`src/rtl/adc_fifo_byte_unpacker.sv`:
```
// ---------------------------------------------------------------------------
// adc_fifo_byte_unpacker
//
// Read-side stage between the ADC sample FIFO and the ADC register block.
// Every byte request yields exactly one output byte. Bytes are unpacked from
// 36-bit FIFO words (three 12-bit samples, sample 0 in the low bits). A word
// is prefetched as soon as the FIFO has one, so most requests are answered
// on the next cycle.
//
// Ports:
//   clk_usb             clock; all logic is synchronous to it
//   reset               synchronous, active-high reset
//   byte_req            one-cycle byte request (>= 2 cycles apart)
//   low_res             1 = one byte per sample, 0 = two bytes per sample
//   low_res_lsb         low-res only: 1 = s[7:0], 0 = s[11:4]
//   no_underflow_errors 1 = underflows are counted but do not set the flag
//   clear_fifo_errors   level; clears underflow_count/underflow_error
//   flush               one-cycle pulse; drops held/prefetched data
//   fifo_dout           FIFO read data, valid the cycle after fifo_pop
//   fifo_empty          FIFO empty flag
//   fifo_pop            FIFO read enable
//   byte_out            current output byte, held until the next response
//   byte_valid          one-cycle strobe marking a new byte_out
//   underflow_count     saturating count of requests served with no data
//   underflow_error     sticky underflow flag
//   fifo_pop_count      words popped since reset/flush (wraps)
// ---------------------------------------------------------------------------
module adc_fifo_byte_unpacker #(
    parameter int pSAMPLE_BITS      = 12,
    parameter int pSAMPLES_PER_WORD = 3
) (
    input  logic                                      clk_usb,
    input  logic                                      reset,
    input  logic                                      byte_req,
    input  logic                                      low_res,
    input  logic                                      low_res_lsb,
    input  logic                                      no_underflow_errors,
    input  logic                                      clear_fifo_errors,
    input  logic                                      flush,
    input  logic [pSAMPLE_BITS*pSAMPLES_PER_WORD-1:0] fifo_dout,
    input  logic                                      fifo_empty,
    output logic                                      fifo_pop,
    output logic [7:0]                                byte_out,
    output logic                                      byte_valid,
    output logic [7:0]                                underflow_count,
    output logic                                      underflow_error,
    output logic [31:0]                               fifo_pop_count
);

    localparam int WORD_W = pSAMPLE_BITS * pSAMPLES_PER_WORD;

    localparam logic [1:0] IDLE   = 2'd0;
    localparam logic [1:0] FETCH  = 2'd1;
    localparam logic [1:0] LOADED = 2'd2;

    logic [1:0]        state;
    logic [2:0]        byte_idx;
    logic              pending;
    logic [WORD_W-1:0] hold_word;
    logic              word_low_res;
    logic              word_lsb;

    logic              serve_loaded;
    logic              last_byte;
    logic [2:0]        last_idx;
    logic              underflow;

    // Byte idx of a word in the given mode. Low-res: one byte per sample.
    // Full-res: high nibble (zero-extended) first, then the low byte.
    function automatic logic [7:0] sel_byte(input logic [WORD_W-1:0] w,
                                            input logic [2:0]        idx,
                                            input logic              lr,
                                            input logic              lsb);
        logic [2:0]              k;
        logic [pSAMPLE_BITS-1:0] s;
        k = lr ? idx : {1'b0, idx[2:1]};
        s = pSAMPLE_BITS'(w >> (k * pSAMPLE_BITS));
        if (lr)
            return lsb ? s[7:0] : s[11:4];
        return idx[0] ? s[7:0] : {4'b0000, s[11:8]};
    endfunction

    assign last_idx     = word_low_res ? 3'(pSAMPLES_PER_WORD - 1)
                                       : 3'(2 * pSAMPLES_PER_WORD - 1);
    // A request that arrived during FETCH is served from LOADED one cycle later.
    assign serve_loaded = (state == LOADED) && (pending || byte_req);
    assign last_byte    = serve_loaded && (byte_idx == last_idx);
    assign underflow    = !flush && (state == IDLE) && fifo_empty && byte_req;

    // Pop is combinational so the next word is requested in the same cycle
    // the last byte of the current word is requested.
    assign fifo_pop = !reset && !flush && !fifo_empty &&
                      ((state == IDLE) || last_byte);

    always_ff @(posedge clk_usb) begin
        if (reset) begin
            state           <= IDLE;
            byte_idx        <= 3'd0;
            pending         <= 1'b0;
            byte_out        <= 8'h00;
            byte_valid      <= 1'b0;
            underflow_count <= 8'h00;
            underflow_error <= 1'b0;
            fifo_pop_count  <= 32'd0;
        end else begin
            byte_valid <= 1'b0;
            if (fifo_pop)
                fifo_pop_count <= fifo_pop_count + 32'd1;

            if (flush) begin
                // Returning to IDLE also drops a word landing from a pop
                // issued in the previous cycle.
                state          <= IDLE;
                byte_idx       <= 3'd0;
                pending        <= 1'b0;
                fifo_pop_count <= 32'd0;
            end else begin
                case (state)
                    IDLE: begin
                        if (!fifo_empty) begin
                            state   <= FETCH;
                            pending <= byte_req;
                        end else if (byte_req) begin
                            byte_out   <= 8'h00;
                            byte_valid <= 1'b1;
                        end
                    end
                    FETCH: begin
                        state <= LOADED;
                        if (pending) begin
                            // Request arrived while idle: serve byte 0
                            // straight from the landing word.
                            byte_out   <= sel_byte(fifo_dout, 3'd0, low_res, low_res_lsb);
                            byte_valid <= 1'b1;
                            byte_idx   <= 3'd1;
                            pending    <= 1'b0;
                        end else begin
                            byte_idx <= 3'd0;
                            pending  <= byte_req;
                        end
                    end
                    LOADED: begin
                        if (serve_loaded) begin
                            byte_out   <= sel_byte(hold_word, byte_idx, word_low_res, word_lsb);
                            byte_valid <= 1'b1;
                            pending    <= 1'b0;
                            if (last_byte) begin
                                byte_idx <= 3'd0;
                                state    <= fifo_empty ? IDLE : FETCH;
                            end else begin
                                byte_idx <= byte_idx + 3'd1;
                            end
                        end
                    end
                    default: state <= IDLE;
                endcase
            end

            // Clear wins over an underflow in the same cycle.
            if (clear_fifo_errors) begin
                underflow_count <= 8'h00;
                underflow_error <= 1'b0;
            end else if (underflow) begin
                if (underflow_count != 8'hFF)
                    underflow_count <= underflow_count + 8'd1;
                if (!no_underflow_errors)
                    underflow_error <= 1'b1;
            end
        end
    end

    // Holding word and its mode: captured as the popped word lands.
    always_ff @(posedge clk_usb) begin
        if (state == FETCH && !flush) begin
            hold_word    <= fifo_dout;
            word_low_res <= low_res;
            word_lsb     <= low_res_lsb;
        end
    end

endmodule

```
`config.mk`:
```
export PLATFORM = sky130hd
export DESIGN_NAME = adc_fifo_byte_unpacker
export DESIGN_NICKNAME = d
export VERILOG_FILES = /design/src/rtl/adc_fifo_byte_unpacker.sv
export SDC_FILE = /design/constraint.sdc
export NUM_CORES = 1
export LEC_CHECK = 0
export ABC_AREA = 1
export CAP_MARGIN = 10
export CORE_MARGIN = 2
export CORE_UTILIZATION = 50
export CTS_CLUSTER_DIAMETER = 30
export DETAILED_ROUTE_END_ITERATION = 8
export HOLD_SLACK_MARGIN = 0.15
export MAX_ROUTING_LAYER = met4
export PLACE_DENSITY = 0.76
export SYNTH_ARGS = -nofsm -noshare
export SYNTH_HDL_FRONTEND = slang
export SYNTH_SLANG_ARGS = --single-unit
```
`constraint.sdc`:
```
create_clock -name clk_usb -period 4.3 [get_ports clk_usb]
set_clock_uncertainty 0.05 [all_clocks]
set_input_delay 0.86 -clock clk_usb [delete_from_list [all_inputs] [get_ports clk_usb]]
set_output_delay 0.86 -clock clk_usb [all_outputs]
set_load 0.05 [all_outputs]
```
==> results.md <==
- Postcts setup bufs: 0
- Vias/cell: around 5.4
- Die Area: 11230 µm²
- Total track usage: 0.2609
- CP startpoint kind: primary input
- Core Region: 10230 µm²
- Synth area leaders: edfxtp_1 (22%), dfxtp_1 (22%), nand2_1 (13%)
- Fill count: between 900 and 1k
- Tightest Pin Transition: 1.084 ns
- Pre-antenna DRT Iters: 5
- Post-CTS sizing: 0
- Avg Inst Size Synth: between 7 and 8 µm²
- TNS Setup: 0 ns
- Slowest CP cell: clkdlybuf4s50_1
- Status: finished, final reports clean
- First-pass GRT wire length: 22540 µm
- Diodes inserted: 0
- Layer with the highest usage: met2
- Synth Warn #: 0
- Row count: 37
- Worst hold slack: 0.4269 ns
- Crit path max-delay family: buffers and inverters
- Total grt overflow: 0
- I/O pins: 96
- Remaining antenna violation count: 0
- Setup Crit Path Kind: primary input to output port
- M3 GR Usage: 0.07664
- Max Clk Rate: 299.0 MHz
- H-tree levels: 3
- Fraction of layout cells with a size suffix above 1: 0.07115
- Buf+Inv Stages, Crit Path: 4
- Worst setup EP type: output port
- Number of synthesized register bits: 94
- Nets: between 800 and 900
- DRC: 0
- Relative slew slack: 0.2759
- Total area of sequential cells: 2262 µm²
- Buffers on Ports: 95
- GR Util met1: 0.3532
- Mapped cell area: 5199 µm²
- CTS Hold Buffers Added: 0
- Period utilization: 0.7777
- Routed wire length: 13740 µm
- Seq/Total Area, Yosys: 0.4351
- Chip Width: 106.0 µm
- Cells after synthesis: 680
- Detailed Route Iter0 Violations: about 330
- Worst reg-to-reg path cell count: 13
- Via count: 4911
- Reported leakage power: 2.346 nW
- Tmin final: 3.344 ns
- P&R area growth vs syn: 22.98%
- CTS Sinks: 94
- Post-DP HPWL: 10200 µm
- Die Height: 106.0 µm
- CP max FO: 25
- Final hold violation count: 0
- Initial antenna violation count: 0
- Post-synth top area cell: edfxtp_1
- Netlist cell types: 43
- Clock-pin slew on the worst setup and hold paths: 0.09 ns
- Syn nets: 734
- Number of synthesized flops with an enable pin: 38
- Unrepaired setup endpoints after global routing: no
- Vias in the first global route: 4616
- FF-to-FF Start: word_low_res
- R2R Setup Slk: between 1.5 and 2 ns
- Area taken by multi-input logic gates: 2514 µm²
- Main synth FF type: dfxtp_1
- Cell count after placement: 893
- Hold-critical path depth: 2
- Max Cap Viol: 0
- Crit-path cells: clkdlybuf4s50_1, nor2_2, buf_4, nand3_4, inv_2, buf_12
- Worst VDD drop: between 0.0002 and 0.0003 V
- CTS tree: done
- Worst min-delay path startpoint: byte_out[3]
- Routed len/inst: around 15 µm
- Met2 Use GR: 0.3793
- Num CTS Buffers: 9
- Worst skew pair latency: 0.39 ns
- Reg-to-Reg End: fifo_pop_count[12]
- Maximum buffer depth of the clock tree: 2
- Asr flop ratio synth: 0
- Starting Density: 0.5081
- Worst Hold End: byte_out[3]
- CP Data Required Time: 3.39 ns
- HP Class: register to register
- Top cell type's share of synthesized area: 0.2195
- Pwr Density: 273.1 nW/µm²
- CTS root buf: clkbuf_8
- Max-slew violation count: 0
- Setup-failing EPs final: 0
- CP arrival: 2.43 ns
- Fin cells: 909
- Largest net degree at the start of global routing: 39
- Crit path largest cell delay: 0.61 ns
- RD Place Congestion: 0.9529
state kept, by name (all words and copies together), names as in the netlist:
register and flops:
word_low_res 1, byte_idx 3, underflow_count 8, hold_word 36, byte_valid 1, state 2
byte_out 8, pending 1, fifo_pop_count 32, word_lsb 1, underflow_error 1
routing by layer:
layer	wire length [µm]	vias up
li1	-	2427
met1	6481	2266
met2	6014	192
met3	1020	26
met4	225	0
met5	0	-
final cells by class:
| class | count | share of cell area |
|---|---|---|
| inverter | 72 | 0.04384 |
| clock buffer | 11 | 0.02055 |
| clock inverter | 5 | 0.009393 |
| sequential | 94 | 0.3538 |
| tap | 136 | 0.02661 |
| timing repair buffer | 97 | 0.1526 |
| multi-input combinational | 494 | 0.3932 |
how the worst max path moves through the flow:
stage | end | from | depth (start not counted) | slack [ns]
2_1_floorplan | hold_word[0] | flush | 1 | 1.35
3_3_place_gp | fifo_pop | reset | 6 | 0.98
3_5_place_dp | fifo_pop | reset | 6 | 0.95
4_1_cts | fifo_pop | reset | 6 | 0.95
5_1_grt | fifo_pop | reset | 6 | 0.82
6_report | fifo_pop | reset | 6 | 0.96
through the flow:
stage | worst slack [ns] | total power [W] | instance area [µm²] | utilization
finish | 0.9560 | 0.001746 | 6394 | 0.6249
global route | 0.8200 | 0.001809 | 6394 | 0.6249
CTS | 0.9472 | 0.001759 | 6394 | 0.6249
detailed placement | 0.9496 | 0.001173 | 6202 | 0.6062
global placement | 0.9756 | 0.001169 | 6202 | 0.6062
floorplan | 1.350 | 0.001096 | 5199 | -
logic make-up (layout without fill, tap and decap cells):
kind of cell,Yosys count,after routing,synth area share
and+or+nand+nor,373,373,0.3256
DFF,94,94,0.4351
AOI/OAI and AO/OA,92,92,0.1011
buffers and inverters,92,185,0.08279
xor gates and xnor gates,20,20,0.03369
adders and majority gates,9,9,0.02166
layout by cell type, fill, tap and decap left out, drive strengths merged, types with 24 or more instances in the layout:
cell,instances
a21oi,50
nor3,30
nor2,72
o21ai,24
nand3,52
dfxtp,56
clkdlybuf4s50,94
edfxtp,38
nand2,194
inv,70
power by group:
part	total, W	internal [W]	switching [W]
Sequential	0.000955	0.000943	0.0000118
Clock	0.000591	0.000270	0.000320
Combinational	0.000200	0.0000791	0.000121
worst min-delay path, stage by stage (launching register included):
cell and delay, ns:
dfxtp_1 0.32, nand2_1 0.06, a21oi_1 0.06
synth_stat cells, types with 4 or more instances:
library cell and n:
nand2_1 181, nor2_1 68, inv_1 66, dfxtp_1 56, a21oi_1 47, nand3_1 45, edfxtp_1 38, nor3_1 28
o21ai_0 20, nand4_1 19, xor2_1 15, buf_6 9, ha_1 9, nand2_2 9, o211ai_1 8, clkbuf_1 7
nand3_2 6, xnor2_1 5, nand2_4 4, o21ai_1 4
No activity file was read; power rests on OpenSTA's default activity.
